--- src/rtl/wb_pkg.sv ---
// Shared types for the LEGv8 writeback stage: source/size encodings and the
// control half of the MEM/WB pipeline register.
package wb_pkg;

   typedef enum logic [1:0] {
      WB_ALU  = 2'b00,
      WB_MEM  = 2'b01,
      WB_LINK = 2'b10,
      WB_RSVD = 2'b11
   } wb_sel_e;

   typedef enum logic [1:0] {
      LD_B = 2'b00,
      LD_H = 2'b01,
      LD_W = 2'b10,
      LD_D = 2'b11
   } ld_size_e;

   // Width-independent fields; data words and indices live beside it in the stage.
   typedef struct packed {
      logic     valid;
      logic     regWrite;
      wb_sel_e  wbSel;
      ld_size_e ldSize;
      logic     ldSigned;
   } memwb_t;

endpackage

--- src/rtl/wb_stage_if.sv ---
// MEM-side inputs and WB-side outputs of the writeback stage bundled as one bus.
interface wb_stage_if #(
   parameter int DATA_W = 64,
   parameter int REG_AW = 5
) ();
   localparam int OFF_W = $clog2(DATA_W / 8);

   logic              mem_valid;
   logic              mem_reg_write;
   logic [REG_AW-1:0] mem_rd;
   logic [1:0]        mem_wb_sel;
   logic [1:0]        mem_ld_size;
   logic              mem_ld_signed;
   logic [OFF_W-1:0]  mem_byte_off;
   logic [DATA_W-1:0] mem_alu_result;
   logic [DATA_W-1:0] mem_read_data;
   logic [DATA_W-1:0] mem_link_data;

   logic              wb_reg_write;
   logic [REG_AW-1:0] wb_rd;
   logic [DATA_W-1:0] wb_data;
   logic              wb_valid;

   modport master (
      output mem_valid, mem_reg_write, mem_rd, mem_wb_sel, mem_ld_size,
             mem_ld_signed, mem_byte_off, mem_alu_result, mem_read_data, mem_link_data,
      input  wb_reg_write, wb_rd, wb_data, wb_valid
   );

   modport slave (
      input  mem_valid, mem_reg_write, mem_rd, mem_wb_sel, mem_ld_size,
             mem_ld_signed, mem_byte_off, mem_alu_result, mem_read_data, mem_link_data,
      output wb_reg_write, wb_rd, wb_data, wb_valid
   );
endinterface

--- src/rtl/wb_stage_load_extend.sv ---
// Combinational load alignment: align offset down to the access size, shift,
// slice the field and sign- or zero-extend it to DATA_W.
module load_extend
   import wb_pkg::*;
#(
   parameter int DATA_W = 64
) (
   input  logic [DATA_W-1:0]          rdata,
   input  ld_size_e                   size,
   input  logic                       isSigned,
   input  logic [$clog2(DATA_W/8)-1:0] off,
   output logic [DATA_W-1:0]          data
);
   localparam int OFF_W = $clog2(DATA_W / 8);

   ld_size_e          effSize;
   logic [OFF_W-1:0]  alignedOff;
   logic [DATA_W-1:0] shifted;
   logic [DATA_W-1:0] mask;
   logic              msb;

   // A 32-bit datapath has no double access; treat it as a word.
   assign effSize = (DATA_W == 32 && size == LD_D) ? LD_W : size;

   always_comb begin
      alignedOff = off;
      case (effSize)
         LD_B:    alignedOff = off;
         LD_H:    alignedOff = off & ~OFF_W'(1);
         LD_W:    alignedOff = off & ~OFF_W'(3);
         default: alignedOff = off & ~OFF_W'(7);
      endcase
   end

   assign shifted = rdata >> {alignedOff, 3'b000};

   always_comb begin
      mask = '1;
      msb  = shifted[DATA_W-1];
      case (effSize)
         LD_B: begin
            mask = DATA_W'(8'hFF);
            msb  = shifted[7];
         end
         LD_H: begin
            mask = DATA_W'(16'hFFFF);
            msb  = shifted[15];
         end
         LD_W: begin
            mask = DATA_W'(32'hFFFF_FFFF);
            msb  = shifted[31];
         end
         default: begin
            mask = '1;
            msb  = shifted[DATA_W-1];
         end
      endcase
   end

   assign data = (shifted & mask) | ((isSigned && msb) ? ~mask : '0);

endmodule

--- src/rtl/wb_stage.sv ---
// LEGv8 writeback stage: MEM/WB register, load extraction and source select.
// Optional retire counter enabled by defining WB_RETIRE_CNT_EN.
module wb_stage
   import wb_pkg::*;
#(
   parameter int DATA_W   = 64,
   parameter int REG_AW   = 5,
   parameter int ZERO_REG = 31
) (
   input  logic        clk,
   input  logic        reset,
   input  logic        stall,
   input  logic        flush,
`ifdef WB_RETIRE_CNT_EN
   output logic [31:0] retire_count,
`endif
   wb_stage_if.slave   bus
);
   localparam int OFF_W = $clog2(DATA_W / 8);

   memwb_t            ctrl;
   logic [REG_AW-1:0] rdQ;
   logic [OFF_W-1:0]  offQ;
   logic [DATA_W-1:0] aluQ;
   logic [DATA_W-1:0] readQ;
   logic [DATA_W-1:0] linkQ;
   logic [DATA_W-1:0] loadData;
   logic [DATA_W-1:0] selData;

   // Flush only clears valid; the remaining fields are don't-care until the next capture.
   always_ff @(posedge clk or posedge reset) begin
      if (reset) begin
         ctrl  <= '0;
         rdQ   <= '0;
         offQ  <= '0;
         aluQ  <= '0;
         readQ <= '0;
         linkQ <= '0;
      end else if (flush) begin
         ctrl.valid <= 1'b0;
      end else if (!stall) begin
         ctrl.valid    <= bus.mem_valid;
         ctrl.regWrite <= bus.mem_reg_write;
         ctrl.wbSel    <= wb_sel_e'(bus.mem_wb_sel);
         ctrl.ldSize   <= ld_size_e'(bus.mem_ld_size);
         ctrl.ldSigned <= bus.mem_ld_signed;
         rdQ           <= bus.mem_rd;
         offQ          <= bus.mem_byte_off;
         aluQ          <= bus.mem_alu_result;
         readQ         <= bus.mem_read_data;
         linkQ         <= bus.mem_link_data;
      end
   end

   load_extend #(
      .DATA_W(DATA_W)
   ) u_load_extend (
      .rdata    (readQ),
      .size     (ctrl.ldSize),
      .isSigned (ctrl.ldSigned),
      .off      (offQ),
      .data     (loadData)
   );

   always_comb begin
      selData = '0;
      case (ctrl.wbSel)
         WB_ALU:  selData = aluQ;
         WB_MEM:  selData = loadData;
         WB_LINK: selData = linkQ;
         default: selData = '0;
      endcase
   end

   assign bus.wb_valid     = ctrl.valid;
   assign bus.wb_rd        = rdQ;
   assign bus.wb_data      = selData;
   assign bus.wb_reg_write = ctrl.valid && ctrl.regWrite
                             && (rdQ != REG_AW'(ZERO_REG)) && (ctrl.wbSel != WB_RSVD);

`ifdef WB_RETIRE_CNT_EN
   logic [31:0] retireCnt;

   // A held instruction is counted only on the edge where it leaves WB.
   always_ff @(posedge clk or posedge reset) begin
      if (reset) begin
         retireCnt <= '0;
      end else if (ctrl.valid && !stall) begin
         retireCnt <= retireCnt + 32'd1;
      end
   end

   assign retire_count = retireCnt;
`endif

endmodule

--- src/flat_wrapper.sv ---
// flat-port wrapper written by rule: the top's interface ports become plain ports
module wb_stage_flat import wb_pkg::*;
#(
   parameter int DATA_W   = 64,
   parameter int REG_AW   = 5,
   parameter int ZERO_REG = 31
)
  (clk, reset, stall, flush, bus_mem_valid, bus_mem_reg_write, bus_mem_rd, bus_mem_wb_sel, bus_mem_ld_size, bus_mem_ld_signed, bus_mem_byte_off, bus_mem_alu_result, bus_mem_read_data, bus_mem_link_data, bus_wb_reg_write, bus_wb_rd, bus_wb_data, bus_wb_valid);
  wb_stage_if #(.DATA_W(DATA_W), .REG_AW(REG_AW)) bus_i ();
  input  logic clk;
  input  logic reset;
  input  logic stall;
  input  logic flush;
  input wire logic [$bits(bus_i.mem_valid)-1:0] bus_mem_valid;
  input wire logic [$bits(bus_i.mem_reg_write)-1:0] bus_mem_reg_write;
  input wire logic [$bits(bus_i.mem_rd)-1:0] bus_mem_rd;
  input wire logic [$bits(bus_i.mem_wb_sel)-1:0] bus_mem_wb_sel;
  input wire logic [$bits(bus_i.mem_ld_size)-1:0] bus_mem_ld_size;
  input wire logic [$bits(bus_i.mem_ld_signed)-1:0] bus_mem_ld_signed;
  input wire logic [$bits(bus_i.mem_byte_off)-1:0] bus_mem_byte_off;
  input wire logic [$bits(bus_i.mem_alu_result)-1:0] bus_mem_alu_result;
  input wire logic [$bits(bus_i.mem_read_data)-1:0] bus_mem_read_data;
  input wire logic [$bits(bus_i.mem_link_data)-1:0] bus_mem_link_data;
  output wire logic [$bits(bus_i.wb_reg_write)-1:0] bus_wb_reg_write;
  output wire logic [$bits(bus_i.wb_rd)-1:0] bus_wb_rd;
  output wire logic [$bits(bus_i.wb_data)-1:0] bus_wb_data;
  output wire logic [$bits(bus_i.wb_valid)-1:0] bus_wb_valid;
  assign bus_i.mem_valid = bus_mem_valid;
  assign bus_i.mem_reg_write = bus_mem_reg_write;
  assign bus_i.mem_rd = bus_mem_rd;
  assign bus_i.mem_wb_sel = bus_mem_wb_sel;
  assign bus_i.mem_ld_size = bus_mem_ld_size;
  assign bus_i.mem_ld_signed = bus_mem_ld_signed;
  assign bus_i.mem_byte_off = bus_mem_byte_off;
  assign bus_i.mem_alu_result = bus_mem_alu_result;
  assign bus_i.mem_read_data = bus_mem_read_data;
  assign bus_i.mem_link_data = bus_mem_link_data;
  assign bus_wb_reg_write = bus_i.wb_reg_write;
  assign bus_wb_rd = bus_i.wb_rd;
  assign bus_wb_data = bus_i.wb_data;
  assign bus_wb_valid = bus_i.wb_valid;
  wb_stage #(.DATA_W(DATA_W), .REG_AW(REG_AW), .ZERO_REG(ZERO_REG)) u_core (.clk(clk), .reset(reset), .stall(stall), .flush(flush), .bus(bus_i));
endmodule
--- config.mk ---
export PLATFORM = sky130hd
export DESIGN_NAME = wb_stage_flat
export DESIGN_NICKNAME = d
export VERILOG_FILES = /design/src/rtl/wb_pkg.sv /design/src/rtl/wb_stage_if.sv /design/src/rtl/wb_stage_load_extend.sv /design/src/rtl/wb_stage.sv /design/src/flat_wrapper.sv
export SDC_FILE = /design/constraint.sdc
export NUM_CORES = 1
export LEC_CHECK = 0
export CAP_MARGIN = 0
export CORE_AREA = 2 2 145 161
export CTS_CLUSTER_DIAMETER = 150
export DETAILED_ROUTE_END_ITERATION = 8
export DIE_AREA = 0 0 147 163
export GPL_ROUTABILITY_DRIVEN = 0
export PLACE_DENSITY = 0.9
export SLEW_MARGIN = 20
export SYNTH_ARGS = -nofsm -noshare
export SYNTH_HDL_FRONTEND = slang
export SYNTH_SLANG_ARGS = --single-unit
--- constraint.sdc ---
create_clock -name clk -period 7.98 [get_ports clk]
set_clock_uncertainty 0.1 [all_clocks]
set_input_delay 0.798 -clock clk [delete_from_list [all_inputs] [get_ports clk]]
set_output_delay 0.798 -clock clk [all_outputs]
set_load 0.02 [all_outputs]
==> summary.txt <==
Hold path
  • Hold Path Class: register to register
  • Hold depth: 1

Setup path
  • Setup crit start kind: register
  • Worst EP required: 7.08 ns
  • Critical path type: register to output pin
  • Crit path cell chain: nand2b_1, mux2_4, a222oi_1, nor2_1, nor3_4, o21ai_0, clkdlybuf4s50_1
  • CP Capture Type: output pin
  • R2r worst-path depth: 2
  • Crit path DAT: 4.56 ns
  • Max FO, Critical Path: 30
  • Critical Path Max Stage Delay: 0.94 ns
  • Slowest CP cell: nor3_4

Die
  • Core ar.: 0.02250 mm²
  • Die X: 147 µm
  • Rows: 58
  • Die Ht: 163 µm
  • I/O pin total: 282
  • Starting Density: 48.89%
  • Die area: 0.02396 mm²

Synthesis
  • Synthesized flop and latch total: 207
  • Synth cell types: 50
  • Mean post-synth cell area: 11.43 µm²
  • Mapped Nets: 1173
  • Top FF cell, synth: dfrtp_1
  • Number of flops mapped to enable cells by yosys: 0
  • Async S/R FF share, synth: 100.0%
  • Syn Inst Count: 962
  • Cell Area, Synth: 0.01100 mm²
  • Yosys warning total: 0
  • Sequential fraction of the synthesis area: 47.10%

Route
  • Detail Route Antenna Nets: 0
  • Met1 wire length: 12.72 mm
  • Met3 wire len: 2.769 mm
  • 1st-pass router iterations: 5
  • Max Used Layer: met5
  • Detailed Route WL: 33.73 mm
  • Residual DRC: 0
  • DR vias/cell: 5.828
  • Via Count: 8836
  • Initial drt markers: 640
  • Wire per inst: 22.25 µm
  • Met2 wire length: 16.44 mm

Clock network
  • Clock Root Buffer: clkbuf_16
  • Clock Tree Buf Depth: 3
  • H-tree level count: 1
  • Clk Latency, worst-skew pair: 0.51 ns
  • Post-cts hold buffer count: 0
  • Post-cts resize count: 0
  • TritonCTS clock tree: built
  • TritonCTS Buffers: 23
  • Post-CTS Setup Inserts: 0
  • Clock sink count: 207
  • CTS clock-pin slew for the worst setup and hold paths: 0.06 ns

Power and ir drop
  • Sequential Power Share: 37.6%
  • Switch Pwr: 1.186 mW
  • Clock power frac: 29.6%
  • VDD IR-drop max: 0.0001752 V
  • Leakage: 5.940 nW
  • Combinational Power Share: 32.8%
  • Cell Pwr Density: 245.0 mW/mm²
  • Internal power: 2.430 mW
  • Sw Share: 32.80%

Timing
  • Peak Freq: 183.1 MHz
  • Relative slew slack: 26.03%
  • Worst hold margin: 0.4037 ns
  • Tmin final: 5.461 ns
  • Setup TNS: 0 ns
  • Number of setup violations in the final report: 0
  • Final Hold Fails: 0
  • Max-slew violation count: 0
  • RSZ-0062 raised after global routing: false
  • Slew @ Worst Pin: 1.106 ns
  • Final period util: 68.43%

Global routing
  • Total track usage: 28.00%
  • Initial antenna violation count: 3
  • Grt ovf: 0
  • First-pass GRT wire length: 51.73 mm
  • Vias in the first global route: 9201
  • Largest net degree at the start of global routing: 127

Cells and area
  • Fillers: 1704
  • Commonest cells after routing, fill and taps aside: clkdlybuf4s50_1 (281), mux2_2 (206), dfrtp_1 (205)
  • Nets: 1412
  • Ratio of cells with drive above 1 in the final layout: 24.03%
  • Commonest non-fill, non-tap cell in the layout: clkdlybuf4s50_1
  • Layout overhead on the synthesized area: 34.23%

Place
  • Detailed placer's ending HPWL: 24.15 mm
  • I/O Buffers: 281

Run status
  • Outcome: completed

Flow run
  • Number of max-cap violations: 0
-- per-stage QoR --
stage                     area, µm²  utilization, %  std cells  power [mW]  setup slack [ns]
final                         14760           65.62       1516       3.617             2.519
after global routing          14760           65.62       1516       3.774             2.336
after CTS                     14750           65.55       1515       3.625             2.219
after detailed placement      13990           62.21       1476       2.550             2.760
after global placement        13990           62.21       1476       2.517             3.002
after floorplan               11000               -        962       2.043             1.430
-- power by group through the flow --
stage	combinational (mW)	sequential (mW)	clock, mW
6_report	1.19	1.36	1.07
5_1_grt	1.27	1.38	1.13
4_1_cts	1.18	1.36	1.08
3_5_place_dp	1.18	1.37	0
3_3_place_gp	1.15	1.36	0
2_1_floorplan	0.745	1.30	0
-- worst max-delay path, delay by kind of cell (launching register included) --
kind,cells,cell delay (ns)
DFF,1,0.63
and+or+nand+nor,3,1.53
muxes,1,0.33
buffers and inverters,1,0.60
AOI/OAI and AO/OA,2,0.94
-- layer usage --
metal	global-route usage, %	vias up
met5	0	-
met4	13.55	2
met3	6.303	101
met2	46.93	426
met1	34.49	4317
li1	-	3990
-- flip-flops by register name, indices dropped and copies added (netlist names) --
| name | flops |
|---|---|
| u_core.aluQ | 64 |
| u_core.linkQ | 64 |
| u_core.readQ | 64 |
| u_core.ctrl | 6 |
| u_core.bus.wb_rd | 5 |
| u_core.offQ | 3 |
| u_core.bus.wb_valid | 1 |
-- synth_stat cells, types with 3 or more instances --
cell      count  area, µm²
a22o_1        3      26.28
buf_1         6      22.52
mux2i_1      77      770.7
o21ai_1      20      100.1
a211oi_1     14      105.1
nand2b_1      4      25.02
nor2b_1      11      68.82
nand3_1       6      30.03
inv_1         4      15.01
o22ai_1      16      100.1
or3_1        28      175.2
o21ai_0      15      75.07
nand2_1      34      127.6
dfrtp_1     207       5180
o221ai_2      9      135.1
a21oi_1      63      315.3
mux4_2       15      337.8
nor2_1      111      416.7
nor4_1        3      18.77
buf_2         9      45.04
clkbuf_1     61      229.0
mux2_2      206       2320
o221ai_1      6      52.55
-- kinds of logic (layout without fill, tap and decap cells) --
kind of cell,Yosys count,in the layout,synth area share (%)
compound gates,163,163,9.727
mux,299,299,31.31
flops,207,207,47.10
simple gates,211,211,8.862
buf+inv,82,335,3.003
other cells,0,1,0
-- path summary, 6_finish.rpt --
path | from | to | slack (ns)
worst max-delay path | u_core.ctrl[1] | bus_wb_data[59] | 2.52
worst min-delay path | u_core.aluQ[63] | u_core.aluQ[63] | 0.40
worst max register to register | u_core.ctrl[3] | u_core.ctrl[3] | 6.43
worst min register to register | u_core.aluQ[63] | u_core.aluQ[63] | 0.40
max in group asynchronous | reset | u_core.aluQ[13] | 5.82
min in group asynchronous | reset | u_core.aluQ[62] | 0.73
-- layout make-up --
type / count / area [µm²] / area share (%)
diodes: 1 / 2.502 / 0.01695
clock buffers: 32 / 659.4 / 4.466
well taps: 300 / 375.4 / 2.543
clock inverters: 7 / 92.59 / 0.6272
repair buffers: 292 / 2899 / 19.64
multi-input cells: 673 / 5527 / 37.44
flip-flops and latches: 207 / 5185 / 35.12
inverters: 4 / 22.52 / 0.1526
Note: power is estimated with default switching activity, not from simulation.
